`src/rtl/axi_lite_to_axi_bridge_pkg.sv`:
```
// Shared constants, helper functions and default channel types for the AXI-Lite to AXI4 bridge.
package axi_lite_to_axi_bridge_pkg;

  localparam logic [1:0] BURST_FIXED = 2'b00;
  localparam logic [1:0] BURST_INCR  = 2'b01;

  localparam logic [1:0] RESP_OKAY   = 2'b00;
  localparam logic [1:0] RESP_EXOKAY = 2'b01;
  localparam logic [1:0] RESP_SLVERR = 2'b10;
  localparam logic [1:0] RESP_DECERR = 2'b11;

  function automatic logic [2:0] size_from_width(input int unsigned data_width);
    return 3'($clog2(data_width / 8));
  endfunction

  function automatic int unsigned cnt_width(input int unsigned max_txns);
    return $clog2(max_txns + 1);
  endfunction

  // Default channel types for a 32-bit address/data, 4-bit ID, 1-bit user system
  typedef struct packed {
    logic [31:0] addr;
    logic [2:0]  prot;
  } lite_ax_def_t;

  typedef struct packed {
    logic [31:0] data;
    logic [3:0]  strb;
  } lite_w_def_t;

  typedef struct packed {
    logic [1:0] resp;
  } lite_b_def_t;

  typedef struct packed {
    logic [31:0] data;
    logic [1:0]  resp;
  } lite_r_def_t;

  typedef struct packed {
    lite_ax_def_t aw;
    logic         aw_valid;
    lite_w_def_t  w;
    logic         w_valid;
    logic         b_ready;
    lite_ax_def_t ar;
    logic         ar_valid;
    logic         r_ready;
  } lite_req_def_t;

  typedef struct packed {
    logic        aw_ready;
    logic        w_ready;
    lite_b_def_t b;
    logic        b_valid;
    logic        ar_ready;
    lite_r_def_t r;
    logic        r_valid;
  } lite_resp_def_t;

  typedef struct packed {
    logic [3:0]  id;
    logic [31:0] addr;
    logic [7:0]  len;
    logic [2:0]  size;
    logic [1:0]  burst;
    logic        lock;
    logic [3:0]  cache;
    logic [2:0]  prot;
    logic [3:0]  qos;
    logic [3:0]  region;
    logic [5:0]  atop;
    logic [0:0]  user;
  } full_aw_def_t;

  typedef struct packed {
    logic [3:0]  id;
    logic [31:0] addr;
    logic [7:0]  len;
    logic [2:0]  size;
    logic [1:0]  burst;
    logic        lock;
    logic [3:0]  cache;
    logic [2:0]  prot;
    logic [3:0]  qos;
    logic [3:0]  region;
    logic [0:0]  user;
  } full_ar_def_t;

  typedef struct packed {
    logic [31:0] data;
    logic [3:0]  strb;
    logic        last;
    logic [0:0]  user;
  } full_w_def_t;

  typedef struct packed {
    logic [3:0] id;
    logic [1:0] resp;
    logic [0:0] user;
  } full_b_def_t;

  typedef struct packed {
    logic [3:0]  id;
    logic [31:0] data;
    logic [1:0]  resp;
    logic        last;
    logic [0:0]  user;
  } full_r_def_t;

  typedef struct packed {
    full_aw_def_t aw;
    logic         aw_valid;
    full_w_def_t  w;
    logic         w_valid;
    logic         b_ready;
    full_ar_def_t ar;
    logic         ar_valid;
    logic         r_ready;
  } full_req_def_t;

  typedef struct packed {
    logic        aw_ready;
    logic        w_ready;
    full_b_def_t b;
    logic        b_valid;
    logic        ar_ready;
    full_r_def_t r;
    logic        r_valid;
  } full_resp_def_t;

endpackage

```
`src/rtl/axi_lite_to_axi_bridge_slice.sv`:
```
// One-entry valid/ready register slice: one cycle latency, full throughput when draining.
module axi_lite_to_axi_bridge_slice
  import axi_lite_to_axi_bridge_pkg::*;
#(
  parameter int unsigned Width = 32
) (
  input  logic             clk_i,
  input  logic             rst_ni,
  input  logic             valid_i,
  output logic             ready_o,
  input  logic [Width-1:0] data_i,
  output logic             valid_o,
  input  logic             ready_i,
  output logic [Width-1:0] data_o
);

  logic             full_q, full_d;
  logic [Width-1:0] data_q, data_d;

  assign ready_o = ~full_q | ready_i;

  always_comb begin
    full_d = full_q;
    data_d = data_q;
    if (ready_o) begin
      full_d = valid_i;
      if (valid_i) data_d = data_i;
    end
  end

  always_ff @(posedge clk_i or negedge rst_ni) begin
    if (!rst_ni) begin
      full_q <= 1'b0;
      data_q <= '0;
    end else begin
      full_q <= full_d;
      data_q <= data_d;
    end
  end

  assign valid_o = full_q;
  assign data_o  = data_q;

endmodule

```
`src/rtl/axi_lite_to_axi_bridge.sv`:
```
// AXI4-Lite subordinate to AXI4 manager bridge with per-channel slices and outstanding limits.
// Optional protocol checker: define AXI_LITE_TO_AXI_BRIDGE_PROTO_CHECK_EN.
module axi_lite_to_axi_bridge
  import axi_lite_to_axi_bridge_pkg::*;
#(
  parameter int unsigned AxiAddrWidth    = 32,
  parameter int unsigned AxiDataWidth    = 32,
  parameter int unsigned AxiIdWidth      = 4,
  parameter int unsigned AxiUserWidth    = 1,
  parameter int unsigned AxiMaxWriteTxns = 4,
  parameter int unsigned AxiMaxReadTxns  = 4,
  parameter int unsigned AxiFixedId      = 0,
  parameter type lite_req_t  = lite_req_def_t,
  parameter type lite_resp_t = lite_resp_def_t,
  parameter type full_req_t  = full_req_def_t,
  parameter type full_resp_t = full_resp_def_t
) (
  input  logic       clk_i,
  input  logic       rst_ni,
  input  lite_req_t  slv_req_i,
  output lite_resp_t slv_resp_o,
  output full_req_t  mst_req_o,
  input  full_resp_t mst_resp_i,
  output logic       proto_err_o
);

  localparam int unsigned WrCntW = cnt_width(AxiMaxWriteTxns);
  localparam int unsigned RdCntW = cnt_width(AxiMaxReadTxns);
  localparam logic [WrCntW-1:0] WrMax = WrCntW'(AxiMaxWriteTxns);
  localparam logic [RdCntW-1:0] RdMax = RdCntW'(AxiMaxReadTxns);
  localparam logic [AxiIdWidth-1:0] FixedId = AxiIdWidth'(AxiFixedId);

  full_req_t  mst_map;
  lite_resp_t slv_map;

  localparam int unsigned AwW = $bits(mst_map.aw);
  localparam int unsigned WW  = $bits(mst_map.w);
  localparam int unsigned ArW = $bits(mst_map.ar);
  localparam int unsigned BW  = $bits(slv_map.b);
  localparam int unsigned RW  = $bits(slv_map.r);

  if ($bits(mst_map.aw.addr) != AxiAddrWidth || $bits(mst_map.w.data) != AxiDataWidth ||
      $bits(mst_map.aw.id) != AxiIdWidth || $bits(mst_map.aw.user) != AxiUserWidth ||
      AxiMaxWriteTxns < 1 || AxiMaxReadTxns < 1) begin : g_bad_cfg
    $error("axi_lite_to_axi_bridge: channel types do not match width parameters");
  end

  always_comb begin
    mst_map           = '0;
    mst_map.aw.id     = FixedId;
    mst_map.aw.addr   = slv_req_i.aw.addr;
    mst_map.aw.prot   = slv_req_i.aw.prot;
    mst_map.aw.size   = size_from_width(AxiDataWidth);
    mst_map.aw.burst  = BURST_INCR;
    mst_map.w.data    = slv_req_i.w.data;
    mst_map.w.strb    = slv_req_i.w.strb;
    mst_map.w.last    = 1'b1;
    mst_map.ar.id     = FixedId;
    mst_map.ar.addr   = slv_req_i.ar.addr;
    mst_map.ar.prot   = slv_req_i.ar.prot;
    mst_map.ar.size   = size_from_width(AxiDataWidth);
    mst_map.ar.burst  = BURST_INCR;
    slv_map           = '0;
    slv_map.b.resp    = mst_resp_i.b.resp;
    slv_map.r.data    = mst_resp_i.r.data;
    slv_map.r.resp    = mst_resp_i.r.resp;
  end

  logic resp_unused;
  assign resp_unused = ^{mst_resp_i.b.id, mst_resp_i.b.user, mst_resp_i.r.id,
                         mst_resp_i.r.last, mst_resp_i.r.user, mst_map.aw_valid,
                         mst_map.w_valid, mst_map.b_ready, mst_map.ar_valid,
                         mst_map.r_ready, slv_map.aw_ready, slv_map.w_ready,
                         slv_map.b_valid, slv_map.ar_ready, slv_map.r_valid};

  logic           aw_ready_s, aw_valid_s, aw_drain;
  logic [AwW-1:0] aw_data_s;
  logic           w_ready_s, w_valid_s;
  logic [WW-1:0]  w_data_s;
  logic           ar_ready_s, ar_valid_s, ar_drain;
  logic [ArW-1:0] ar_data_s;
  logic           b_ready_s, b_valid_s;
  logic [BW-1:0]  b_data_s;
  logic           r_ready_s, r_valid_s;
  logic [RW-1:0]  r_data_s;

  logic [WrCntW-1:0] wr_cnt_q, wr_cnt_d;
  logic [RdCntW-1:0] rd_cnt_q, rd_cnt_d;
  logic wr_at_max, rd_at_max;
  logic mst_aw_valid, mst_ar_valid;
  logic aw_hs, ar_hs, slv_b_hs, slv_r_hs;

  assign wr_at_max    = (wr_cnt_q == WrMax);
  assign rd_at_max    = (rd_cnt_q == RdMax);
  // Gating holds the request inside the slice rather than dropping it
  assign mst_aw_valid = aw_valid_s & ~wr_at_max;
  assign mst_ar_valid = ar_valid_s & ~rd_at_max;
  assign aw_drain     = mst_resp_i.aw_ready & ~wr_at_max;
  assign ar_drain     = mst_resp_i.ar_ready & ~rd_at_max;

  axi_lite_to_axi_bridge_slice #(.Width(AwW)) i_aw_slice (
    .clk_i, .rst_ni,
    .valid_i(slv_req_i.aw_valid), .ready_o(aw_ready_s), .data_i(mst_map.aw),
    .valid_o(aw_valid_s), .ready_i(aw_drain), .data_o(aw_data_s)
  );

  axi_lite_to_axi_bridge_slice #(.Width(WW)) i_w_slice (
    .clk_i, .rst_ni,
    .valid_i(slv_req_i.w_valid), .ready_o(w_ready_s), .data_i(mst_map.w),
    .valid_o(w_valid_s), .ready_i(mst_resp_i.w_ready), .data_o(w_data_s)
  );

  axi_lite_to_axi_bridge_slice #(.Width(ArW)) i_ar_slice (
    .clk_i, .rst_ni,
    .valid_i(slv_req_i.ar_valid), .ready_o(ar_ready_s), .data_i(mst_map.ar),
    .valid_o(ar_valid_s), .ready_i(ar_drain), .data_o(ar_data_s)
  );

  axi_lite_to_axi_bridge_slice #(.Width(BW)) i_b_slice (
    .clk_i, .rst_ni,
    .valid_i(mst_resp_i.b_valid), .ready_o(b_ready_s), .data_i(slv_map.b),
    .valid_o(b_valid_s), .ready_i(slv_req_i.b_ready), .data_o(b_data_s)
  );

  axi_lite_to_axi_bridge_slice #(.Width(RW)) i_r_slice (
    .clk_i, .rst_ni,
    .valid_i(mst_resp_i.r_valid), .ready_o(r_ready_s), .data_i(slv_map.r),
    .valid_o(r_valid_s), .ready_i(slv_req_i.r_ready), .data_o(r_data_s)
  );

  always_comb begin
    mst_req_o          = '0;
    mst_req_o.aw       = aw_data_s;
    mst_req_o.aw_valid = mst_aw_valid;
    mst_req_o.w        = w_data_s;
    mst_req_o.w_valid  = w_valid_s;
    mst_req_o.b_ready  = b_ready_s;
    mst_req_o.ar       = ar_data_s;
    mst_req_o.ar_valid = mst_ar_valid;
    mst_req_o.r_ready  = r_ready_s;
    slv_resp_o          = '0;
    slv_resp_o.aw_ready = aw_ready_s;
    slv_resp_o.w_ready  = w_ready_s;
    slv_resp_o.b        = b_data_s;
    slv_resp_o.b_valid  = b_valid_s;
    slv_resp_o.ar_ready = ar_ready_s;
    slv_resp_o.r        = r_data_s;
    slv_resp_o.r_valid  = r_valid_s;
  end

  assign aw_hs    = mst_aw_valid & mst_resp_i.aw_ready;
  assign ar_hs    = mst_ar_valid & mst_resp_i.ar_ready;
  assign slv_b_hs = b_valid_s & slv_req_i.b_ready;
  assign slv_r_hs = r_valid_s & slv_req_i.r_ready;

  // Responses with a zero count saturate; simultaneous inc/dec leaves the count unchanged
  always_comb begin
    wr_cnt_d = wr_cnt_q;
    if (aw_hs && !slv_b_hs) wr_cnt_d = wr_cnt_q + 1'b1;
    else if (!aw_hs && slv_b_hs && wr_cnt_q != '0) wr_cnt_d = wr_cnt_q - 1'b1;
    rd_cnt_d = rd_cnt_q;
    if (ar_hs && !slv_r_hs) rd_cnt_d = rd_cnt_q + 1'b1;
    else if (!ar_hs && slv_r_hs && rd_cnt_q != '0) rd_cnt_d = rd_cnt_q - 1'b1;
  end

  always_ff @(posedge clk_i or negedge rst_ni) begin
    if (!rst_ni) begin
      wr_cnt_q <= '0;
      rd_cnt_q <= '0;
    end else begin
      wr_cnt_q <= wr_cnt_d;
      rd_cnt_q <= rd_cnt_d;
    end
  end

`ifdef AXI_LITE_TO_AXI_BRIDGE_PROTO_CHECK_EN
  logic err_q, err_d, viol;

  assign viol = (slv_b_hs && wr_cnt_q == '0) ||
                (slv_r_hs && rd_cnt_q == '0) ||
                (mst_resp_i.b_valid && b_ready_s && mst_resp_i.b.id != FixedId) ||
                (mst_resp_i.r_valid && r_ready_s &&
                 (mst_resp_i.r.id != FixedId || !mst_resp_i.r.last));
  assign err_d = err_q | viol;

  always_ff @(posedge clk_i or negedge rst_ni) begin
    if (!rst_ni) begin
      err_q <= 1'b0;
    end else begin
      err_q <= err_d;
      if (viol) $error("axi_lite_to_axi_bridge: protocol violation on B/R channel");
    end
  end

  assign proto_err_o = err_q;
`else
  assign proto_err_o = 1'b0;
`endif

endmodule
```
`config.mk`:
```
export PLATFORM = sky130hd
export DESIGN_NAME = axi_lite_to_axi_bridge
export DESIGN_NICKNAME = d
export VERILOG_FILES = /design/src/rtl/axi_lite_to_axi_bridge_pkg.sv /design/src/rtl/axi_lite_to_axi_bridge_slice.sv /design/src/rtl/axi_lite_to_axi_bridge.sv
export SDC_FILE = /design/constraint.sdc
export NUM_CORES = 1
export LEC_CHECK = 0
export ABC_CLOCK_PERIOD_IN_PS = 3600
export BUFFER_PORTS_ARGS = -buffer_cell sky130_fd_sc_hd__clkbuf_2
export CAP_MARGIN = 20
export CORE_AREA = 2 2 150 152
export CTS_CLUSTER_SIZE = 30
export DETAILED_ROUTE_END_ITERATION = 8
export DIE_AREA = 0 0 152 154
export REMOVE_ABC_BUFFERS = 1
export SYNTH_ARGS = -nofsm -noshare
export SYNTH_HDL_FRONTEND = slang
export SYNTH_SLANG_ARGS = --single-unit
export TNS_END_PERCENT = 10
```
`constraint.sdc`:
```
create_clock -name clk_i -period 3.6 [get_ports clk_i]
set_input_delay 0.36 -clock clk_i [delete_from_list [all_inputs] [get_ports clk_i]]
set_output_delay 0.36 -clock clk_i [all_outputs]
set_load 0.05 [all_outputs]
```
After elaboration in Yosys (flattened, before gate mapping)

Cells that the tools add are included.

Register bits: 158
Bits in latches: 0
Memories: 0
Input bits: 165
Output and inout port bits: 223
Bits in writable memories: 0
ROM bits: 0
Word-level logic and storage cells: 61

Equality and inequality tests: 2
Reductions and logical operators: 19
Add/subtract/negate cells: 4
Order comparisons: 0
Shift-type cells: 0
Divide/modulo/power cells: 0
Multipliers: 0
Muxes and demuxes: 4
Bitwise operators: 20

Operators by type and width:

| operator            | number |
|---|---|
| $mux 3              | 4 |
| $reduce_and 2->1    | 5 |
| $and 1x1->1         | 8 |
| $not 1->1           | 7 |
| $add 3x1->3 const B | 2 |
| $eq 3x3->1 const B  | 2 |
| $logic_and 1x1->1   | 6 |
| $reduce_bool 3->1   | 2 |
| $sub 3x1->3 const B | 2 |
| $or 1x1->1          | 5 |
| $logic_not 1->1     | 4 |
| $reduce_bool 2->1   | 2 |

Depth between registers and ports, before layout

Gate-level depths: netlist of the first run.

Depth after elaboration: 9
Depth in mapped cells: 7
Mapped depth without buffers: 7

By module

Synthesis of the first run repeated with hierarchy kept, for this count alone.

Cells, all modules: 540
Area, all modules: 9471.6 µm²

Modules (own cells, without submodules):

| module                                    | cells each | area each (µm²) | seq. area each (µm²) | times used |
|---|---|---|---|---|
| axi_lite_to_axi_bridge_slice (i_aw_slice) | 155        | 3010.4          | 1826.8               | 1 |
| axi_lite_to_axi_bridge_slice (i_ar_slice) | 143        | 2697.6          | 1676.6               | 1 |
| axi_lite_to_axi_bridge_slice (i_w_slice)  | 84         | 1551.5          | 975.9                | 1 |
| axi_lite_to_axi_bridge_slice (i_r_slice)  | 75         | 1463.9          | 875.8                | 1 |
| axi_lite_to_axi_bridge                    | 75         | 615.6           | 150.1                | 1 |
| axi_lite_to_axi_bridge_slice (i_b_slice)  | 8          | 132.6           | 75.1                 | 1 |

Least setup slack after synthesis of the first run

No wires, ideal clock.

Path kind: reg2reg
Start: register rd_cnt_q[1]
End: register i_ar_slice.data_q[33] (netlist: i_ar_slice.data_o[33])
Stages on the path, launching flop included: 7
Period minus slack after synthesis: 1886 ps
Library setup time: 125 ps
Slack: 1714 ps
Buffers on the path: 2
Data arrival time: 1761 ps
Cell sequence: dfrtp_1 or3b_1 a21bo_2 and2_4 buf_6 buf_6 mux2_4

Cells in the longest elaborated chain, start to end: 5

RTL lines:

| element                           | RTL line                           | source |
|---|---|---|
| start: declaration                | axi_lite_to_axi_bridge.sv:88       | `logic [RdCntW-1:0] rd_cnt_q, rd_cnt_d;` |
| start signal: assignment          | axi_lite_to_axi_bridge.sv:172      | `rd_cnt_q <= rd_cnt_d;` |
| $eq 3x3->1                        | axi_lite_to_axi_bridge.sv:94       | `assign rd_at_max = (rd_cnt_q == RdMax);` |
| $not 1->1                         | axi_lite_to_axi_bridge.sv:99       | `assign ar_drain = mst_resp_i.ar_ready & ~rd_at_max;` |
| $and 1x1->1                       | axi_lite_to_axi_bridge.sv:99       |  |
| $or 1x1->1                        | axi_lite_to_axi_bridge_slice.sv:20 | `assign ready_o = ~full_q \| ready_i;` |
| via ar_ready_s                    | axi_lite_to_axi_bridge.sv:80       | `logic ar_ready_s, ar_valid_s, ar_drain;` |
| $reduce_and 2->1 (no source line) | -                                  |  |
| end signal: assignment            | axi_lite_to_axi_bridge_slice.sv:37 | `data_q <= data_d;` |
| end: declaration                  | axi_lite_to_axi_bridge_slice.sv:18 | `logic [Width-1:0] data_q, data_d;` |

The timed path passes the listed nets, and every way through them passes these cells.
A chain may end at the register's enable or synchronous reset.

==> results of run 1 <==
[cells in the mapped netlist (all sizes together), types with 3 or more instances]
master / instances / area [um2]
buf: 86 / 710.7
nand2b: 8 / 50.05
mux2: 142 / 1745
nand2: 20 / 75.07
dfrtp: 156 / 3904
o2111ai: 3 / 26.28
and2: 4 / 31.29
o21ai: 6 / 30.03
clkbuf: 6 / 22.52
[metal layers]
metal | up-vias | share of wire [%] | global-route usage [%]
met2 | 232 | 51 | 22.99
met4 | 2 | 1.6 | 4.495
met3 | 16 | 8.8 | 5.186
met1 | 2173 | 39 | 15.18
li1 | 2055 | - | -
met5 | - | 0.090 | 0
[power by group through the flow]
stage	Clock, W	Sequential (W)	Combinational [W]
6_report	0.00177	0.00245	0.00300
5_1_grt	0.00191	0.00252	0.00315
4_1_cts	0.00184	0.00246	0.00303
3_5_place_dp	0	0.00247	0.00303
3_3_place_gp	0	0.00246	0.00301
2_1_floorplan	0	0.00382	0.000951
[worst paths after layout]
kind	startpoint	endpoint	slack, ps
max in group asynchronous	rst_ni	i_w_slice.data_o[29]	2790
min in group clk_i	mst_resp_i[42]	i_b_slice.valid_o	150
worst max register to register	wr_cnt_q[1]	i_aw_slice.data_o[48]	1620
worst min-delay path	rst_ni	i_aw_slice.data_o[17]	-10
worst max-delay path	rd_cnt_q[1]	slv_resp_o[35]	1440
worst min register to register	i_r_slice.data_o[32]	i_r_slice.data_o[32]	500
[cell type report]
class,instances,area share (%)
Clock buffer,19,4.878
Inverter,1,0.04230
Timing Repair Buffer,313,17.95
Sequential cell,156,43.99
Multi-Input combinational cell,277,27.56
Tap cell,280,3.948
Clock inverter,13,1.635
[per-stage QoR]
stage / instances / worst slack [ps] / total power (W)
after floorplan: 434 / 1060 / 0.004774
after global placement: 1027 / 1603 / 0.005474
after detailed placement: 1027 / 1624 / 0.005506
after CTS: 1059 / 1392 / 0.007326
after global routing: 1059 / 1347 / 0.007583
final: 1059 / 1435 / 0.007221
[critical path, stage by stage, from the launching register on]
cell                       delay, ps
sky130_fd_sc_hd__dfrtp_1         460
sky130_fd_sc_hd__or3b_1          440
sky130_fd_sc_hd__a21bo_2         250
sky130_fd_sc_hd__clkbuf_2        250
[kinds of logic after synthesis]
logic type	synth area share, %
AO/OA/AOI/OAI	2.195
XOR/XNOR	0.5123
adder cells (fa/ha/maj)	0.5854
buffers and inverters	10.77
flip-flops	57.07
multiplexers	25.52
other	0.05482
AND/OR/NAND/NOR	3.293
[registers in the layout, indices dropped and copies added (netlist names)]
name	count
i_b_slice.data_o	2
i_ar_slice.data_o	36
i_b_slice.valid_o	1
wr_cnt_q	3
i_ar_slice.valid_o	1
i_r_slice.valid_o	1
i_w_slice.valid_o	1
i_w_slice.data_o	37
i_aw_slice.valid_o	1
i_aw_slice.data_o	36
i_r_slice.data_o	34
rd_cnt_q	3
==> tab_implementation.tex, run 1 <==
\begin{tabular}{lr}
\hline
Metric & Value \\
\hline
\multicolumn{2}{l}{\textbf{Status}} \\
Result of the run & finished with violations \\
Violations in the final reports & hold timing \\
\multicolumn{2}{l}{\textbf{Yosys}} \\
Predominant post-synthesis flop cell & sky130\_fd\_sc\_hd\_\_dfrtp\_1 \\
Register bit count reported by yosys & about 160 \\
Post-synth ARST share & 100.0\% \\
Ys Warns & 0 \\
Count of unique library cells instantiated by Yosys & 33 \\
Number of enable flip-flop cells after synthesis & 0 \\
Share of synthesized area occupied by flip-flops and latches & 57.07\% \\
Average cell area after synthesis & around 15 um2 \\
Synthesized netlist cell count & $\sim$460 \\
Post-synth design cell area & just under 0.007 mm2 \\
\multicolumn{2}{l}{\textbf{Detailed routing}} \\
Via/cell ratio & 4.229 \\
Detail-routed net length per standard cell & 14.61 um \\
Count of routing violations after the opening detailed-route iteration & 128 \\
Total via count in the routed design & roughly 4,500 \\
Post-route ant nets & 0 \\
Wire length after detailed routing & around 15 mm \\
Total iterations of the first detailed-routing run & 4 \\
DRC violations left & 0 \\
\multicolumn{2}{l}{\textbf{Global routing}} \\
Overall routing resource usage & between 10\% and 20\% \\
Initial antenna violation count & 1 \\
Total overflow reported by the global router & 0 \\
Pin count of the biggest net entering global routing & 86 \\
Global-route wire length before repair & roughly 25 mm \\
Number of global-route vias before repair & between 4,000 and 5,000 \\
\multicolumn{2}{l}{\textbf{Pwr}} \\
Clk network pwr share & between 20\% and 30\% \\
PwrDens & roughly 800 mW/mm2 \\
Power dissipated by switching net loads & $\sim$0.0032 W \\
Share of power burned in combinational logic & around 42\% \\
Worst ir drop on vdd & 0.0005316 V \\
Switching share of total power & 43.77\% \\
Internal Dissipation & a little over 0.004 W \\
Leakage power summed over all cells & around 4.5 nW \\
Proportion of power drawn by flip-flops and latches & 34.0\% \\
\multicolumn{2}{l}{\textbf{Clocking}} \\
Clk root buf & sky130\_fd\_sc\_hd\_\_clkbuf\_16 \\
Clk slew on worst S/H paths & 70 ps \\
TritonCTS buffer count & 17 \\
Clock insertion delay at the later pin of the skew report & between 400 and 500 ps \\
TritonCTS clock tree & yes \\
Quantity of hold-fixing buffers added after cts & 0 \\
Clk sinks & 156 \\
Setup bufs post-CTS & 0 \\
Largest buffer count on any clock path & 2 \\
Post-CTS Resized & 0 \\
CTS H-Tree Depth & 4 \\
\multicolumn{2}{l}{\textbf{Place}} \\
Detailed Place HPWL & $\sim$12 mm \\
Input/output buffers & 310 \\
Routability-driven placement congestion ratio & $\sim$0.74 \\
Cell area after placement & approximately 0.0083 mm2 \\
\multicolumn{2}{l}{\textbf{STA}} \\
Sum of negative setup slack & 0 ps \\
Final Slew Violations & 0 \\
Portion of the clock cycle consumed by the worst path in the final layout & 60.14\% \\
Worst-case hold slack & -12.28 ps \\
Unrepaired setup endpoints after global routing & false \\
Achievable Freq & around 460 MHz \\
Worst clock skew & about 8.1 ps \\
Post-layout min period & 2165 ps \\
Final Hold Fails & 3 \\
Worst-Margin Slew & 920.1 ps \\
Max-slew headroom & between 30\% and 40\% \\
Final setup violation count & 0 \\
\multicolumn{2}{l}{\textbf{Critical path}} \\
Endpoint class of the critical path & output port \\
Crit path launch type & register \\
Critical path class & register to output port \\
Maximum net fanout on the critical path & 7 \\
Path depth of the worst reg2reg path & 4 \\
Arrival time of data at the critical path endpoint & $\sim$1800 ps \\
Critical path required time & about 3200 ps \\
\multicolumn{2}{l}{\textbf{Final layout}} \\
Total number of nets in the final design & 933 \\
Sequential cell area in the final layout & roughly 0.004 mm2 \\
Cell area after layout & around 0.0089 mm2 \\
\# diodes & 0 \\
Area of the multi-input gates & between 0.002 and 0.0025 mm2 \\
Area growth, synth to finish & 29.74\% \\
Most common cell after layout, fill and taps aside & sky130\_fd\_sc\_hd\_\_clkbuf\_2 \\
Commonest cells after routing, fill and taps aside & 309 x sky130\_fd\_sc\_hd\_\_clkbuf\_2, 156 x sky130\_fd\_sc\_hd\_\_dfrtp\_1, 103 x sky130\_fd\_sc\_hd\_\_mux2\_2 \\
Filler cell count in the final layout & around 2,100 \\
Share of layout cells above drive strength 1 & between 60\% and 70\% \\
Final design utilization & approximately 41\% \\
\multicolumn{2}{l}{\textbf{Floorplan}} \\
Count of pins on the block boundary & $\sim$390 \\
Number of cell rows & 54 \\
Die area & 0.02341 mm2 \\
Horizontal extent of the die & about 150 um \\
Overall die height & approximately 150 um \\
Area of the core & about 0.022 mm2 \\
Initial core utilization & around a third \\
\multicolumn{2}{l}{\textbf{Run}} \\
Maxcap violations & 0 \\
\multicolumn{2}{l}{\textbf{Min path}} \\
Worst min path class & input port to async pin \\
\hline
\end{tabular}
No activity file was read; power rests on OpenSTA's default activity.
==> inputs of run 2 (changes only) <==
ABC_CLOCK_PERIOD_IN_PS = 1900   (was 3600)
CORE_AREA = 2 2 151 153   (was 2 2 150 152)
DIE_AREA = 0 0 153 155   (was 0 0 152 154)
clock period = 1.9 ns   (was 3.6 ns; I/O delays follow)
==> run 2 against run 1 <==
The flow now finishes without violations. Global-route usage rose by 0.73 points. First-iteration DRC count is 25% higher. Clock power is 100% higher. Largest cell class unchanged. Largest power group unchanged.
==> tab_implementation.tex, run 2 (synthesis gave the netlist of run 1 again) <==
\begin{tabular}{lr}
\hline
Metric & Value \\
\hline
\multicolumn{2}{l}{\textbf{Global routing}} \\
Number of global-route vias before repair & 5,389 (+18\%) \\
Total overflow reported by the global router & 0 (unchanged) \\
Global-route wire length before repair & 26.88 mm (+9.6\%) \\
Initial antenna violation count & 0 (-1) \\
Pin count of the biggest net entering global routing & 49 (-43\%) \\
Overall routing resource usage & 14.07\% (+0.73 points) \\
\multicolumn{2}{l}{\textbf{Critical path}} \\
Path depth of the worst reg2reg path & 4 (unchanged) \\
Arrival time of data at the critical path endpoint & 1640 ps (-160 ps) \\
Critical path's top delay family & simple AND/OR/NAND/NOR gates \\
Crit path launch type & register \\
Reg-to-reg critical path startpoint & wr\_cnt\_q[0] \\
Worst path bufs/invs & 2 (+1) \\
R2R setup slack & 70 ps (-1550 ps) \\
End of the worst register-to-register path & i\_aw\_slice.data\_o[45] \\
Endpoint class of the critical path & output port \\
Maximum net fanout on the critical path & 2 (-5) \\
Crit path max-delay cell type & sky130\_fd\_sc\_hd\_\_or3b\_4 \\
Critical path class & register to output port \\
Delay of the slowest critical-path stage & 400 ps (-60 ps) \\
Critical path required time & 1710 ps (-1530 ps) \\
List of cells traversed by the critical path & or3b\_4, buf\_4, and2\_1, buf\_8 \\
\multicolumn{2}{l}{\textbf{Clocking}} \\
Clk slew on worst S/H paths & 70 ps (about the same) \\
TritonCTS buffer count & 17 (unchanged) \\
Largest buffer count on any clock path & 2 (unchanged) \\
Clk sinks & 156 (unchanged) \\
Clk root buf & sky130\_fd\_sc\_hd\_\_clkbuf\_16 \\
Clock insertion delay at the later pin of the skew report & 420 ps (about the same) \\
CTS H-Tree Depth & 4 (unchanged) \\
TritonCTS clock tree & yes \\
\multicolumn{2}{l}{\textbf{Pwr}} \\
Clk network pwr share & 24.6\% (about the same) \\
PwrDens & 1369 mW/mm2 (+68\%) \\
Total Power Consumption & 0.01440 W (+99\%) \\
Worst ir drop on vdd & 0.0007052 V (+33\%) \\
Leakage power summed over all cells & 5.206 nW (+16\%) \\
Share of power burned in combinational logic & 43.7\% (+2.2 points) \\
Proportion of power drawn by flip-flops and latches & 31.7\% (-2.3 points) \\
Switching share of total power & 43.21\% (-0.55 points) \\
Power dissipated by switching net loads & 0.006223 W (+97\%) \\
Internal Dissipation & 0.008178 W (+100\%) \\
\multicolumn{2}{l}{\textbf{Status}} \\
Result of the run & completed \\
\multicolumn{2}{l}{\textbf{Detailed routing}} \\
Detail-routed net length per standard cell & 13.59 um (-7.0\%) \\
Count of routing violations after the opening detailed-route iteration & 160 (+25\%) \\
Wire length after detailed routing & 16.62 mm (+7.4\%) \\
Via/cell ratio & 4.123 (-2.5\%) \\
Total via count in the routed design & 5,042 (+13\%) \\
Total iterations of the first detailed-routing run & 4 (unchanged) \\
Post-route ant nets & 0 (unchanged) \\
DRC violations left & 0 (unchanged) \\
\multicolumn{2}{l}{\textbf{STA}} \\
Final setup violation count & 0 (unchanged) \\
Portion of the clock cycle consumed by the worst path in the final layout & a little over nine tenths \\
Achievable Freq & between 500 and 600 MHz \\
Worst-case hold slack & 24.05 ps (+36.33 ps) \\
Worst-Margin Slew & 634.4 ps (-285.7 ps) \\
Worst clock skew & 7.397 ps (-0.7068 ps) \\
Max-slew headroom & 57.71\% (+19 points) \\
Final Hold Fails & 0 (-3) \\
Final Slew Violations & 0 (unchanged) \\
Post-layout min period & 1828 ps \\
\multicolumn{2}{l}{\textbf{Floorplan}} \\
Area of the core & 0.02223 mm2 (+2.5\%) \\
Die area & 0.02372 mm2 (+1.3\%) \\
Overall die height & 155 um (+0.65\%) \\
Initial core utilization & 30.77\% (-0.77 points) \\
Number of cell rows & 55 (+1.9\%) \\
Count of pins on the block boundary & 388 (unchanged) \\
Horizontal extent of the die & 153 um (+0.66\%) \\
\multicolumn{2}{l}{\textbf{Final layout}} \\
Flip-flop count of the largest register after layout & 37 (unchanged) \\
\# diodes & 0 (unchanged) \\
Most common cell after layout, fill and taps aside & sky130\_fd\_sc\_hd\_\_clkbuf\_2 \\
Filler cell count in the final layout & 1,973 (-6.5\%) \\
Share of layout cells above drive strength 1 & 55.01\% (-8.1 points) \\
Final non-filler cell total & 1,223 (+15\%) \\
Area growth, synth to finish & 53.76\% \\
Cell area after layout & 0.01052 mm2 (+19\%) \\
Final design utilization & 47.32\% (+6.4 points) \\
Commonest cells after routing, fill and taps aside & 305 x sky130\_fd\_sc\_hd\_\_clkbuf\_2, 156 x sky130\_fd\_sc\_hd\_\_dfrtp\_1, 140 x sky130\_fd\_sc\_hd\_\_dlygate4sd3\_1 \\
Total number of nets in the final design & 1,092 (+17\%) \\
\multicolumn{2}{l}{\textbf{Place}} \\
Placed Instances & 1,050 (+2.2\%) \\
Input/output buffers & 310 (unchanged) \\
Routability-driven placement congestion ratio & 0.7643 (+3.6\%) \\
Detailed Place HPWL & 11.33 mm (-2.5\%) \\
Cell area after placement & 0.008461 mm2 (+2.0\%) \\
\multicolumn{2}{l}{\textbf{Min path}} \\
HP Start & slv\_req\_i[39] \\
Worst min path class & input port to register \\
Hold-critical path endpoint & i\_w\_slice.data\_o[2] \\
Instance count along the most critical hold path & 2 \\
\multicolumn{2}{l}{\textbf{Run}} \\
Maxcap violations & 0 (unchanged) \\
\hline
\end{tabular}
## run 2: area by class of cell
class / count / area, um2 / area share (%)
Sequential cell: 156 / 3904 / 37.12
Clock buffer: 18 / 439.2 / 4.176
Timing Repair Buffer: 472 / 3184 / 30.28
Multi-Input combinational cell: 277 / 2456 / 23.35
Tap cell: 285 / 356.6 / 3.390
Inverter: 1 / 3.754 / 0.03569
Clock inverter: 14 / 173.9 / 1.654
## run 2: power by group through the flow
| stage | combinational, W | sequential, W | clock [W] |
|---|---|---|---|
| 2_1_floorplan | 0.00180 | 0.00724 | 0 |
| 3_3_place_gp | 0.00592 | 0.00459 | 0 |
| 3_5_place_dp | 0.00599 | 0.00460 | 0 |
| 4_1_cts | 0.00625 | 0.00455 | 0.00368 |
| 5_1_grt | 0.00660 | 0.00468 | 0.00381 |
| 6_report | 0.00629 | 0.00456 | 0.00355 |
## run 2: repair_timing
action	CTS	global route
gates cloned	0	0
pin swaps	0	4
hold endpoints to repair	178	2
gates resized for setup	5	8
hold buffers	138	2
endpoints found under the setup margin	3	29
buffers inserted	0	1
## run 2: worst max-delay path by stage
stage | endpoint | from | cells past startpoint
after floorplan | i_w_slice.data_o[10] | i_w_slice.valid_o | 3
after global placement | i_ar_slice.data_o[49] | rd_cnt_q[1] | 4
after detailed placement | i_ar_slice.data_o[11] | rd_cnt_q[1] | 4
after CTS | mst_req_o[108] | wr_cnt_q[1] | 4
after global routing | rd_cnt_q[2] | rd_cnt_q[1] | 7
final | mst_req_o[1] | rd_cnt_q[1] | 4
## run 2: metal layers
| layer | wire length (um) | global-route usage [%] |
|---|---|---|
| met4 | 357 | 5.159 |
| met3 | 1036 | 3.955 |
| met5 | 0 | 0 |
| met2 | 8639 | 25.18 |
| met1 | 6590 | 16.09 |
## run 2: metrics by stage
step	setup TNS, ps	setup WS [ps]
floorplan	-51970	-640.2
detailed placement	0	51.08
CTS	-6.493	-6.493
global route	-7.106	-7.106
finish	0	71.90
global placement	0	66.38
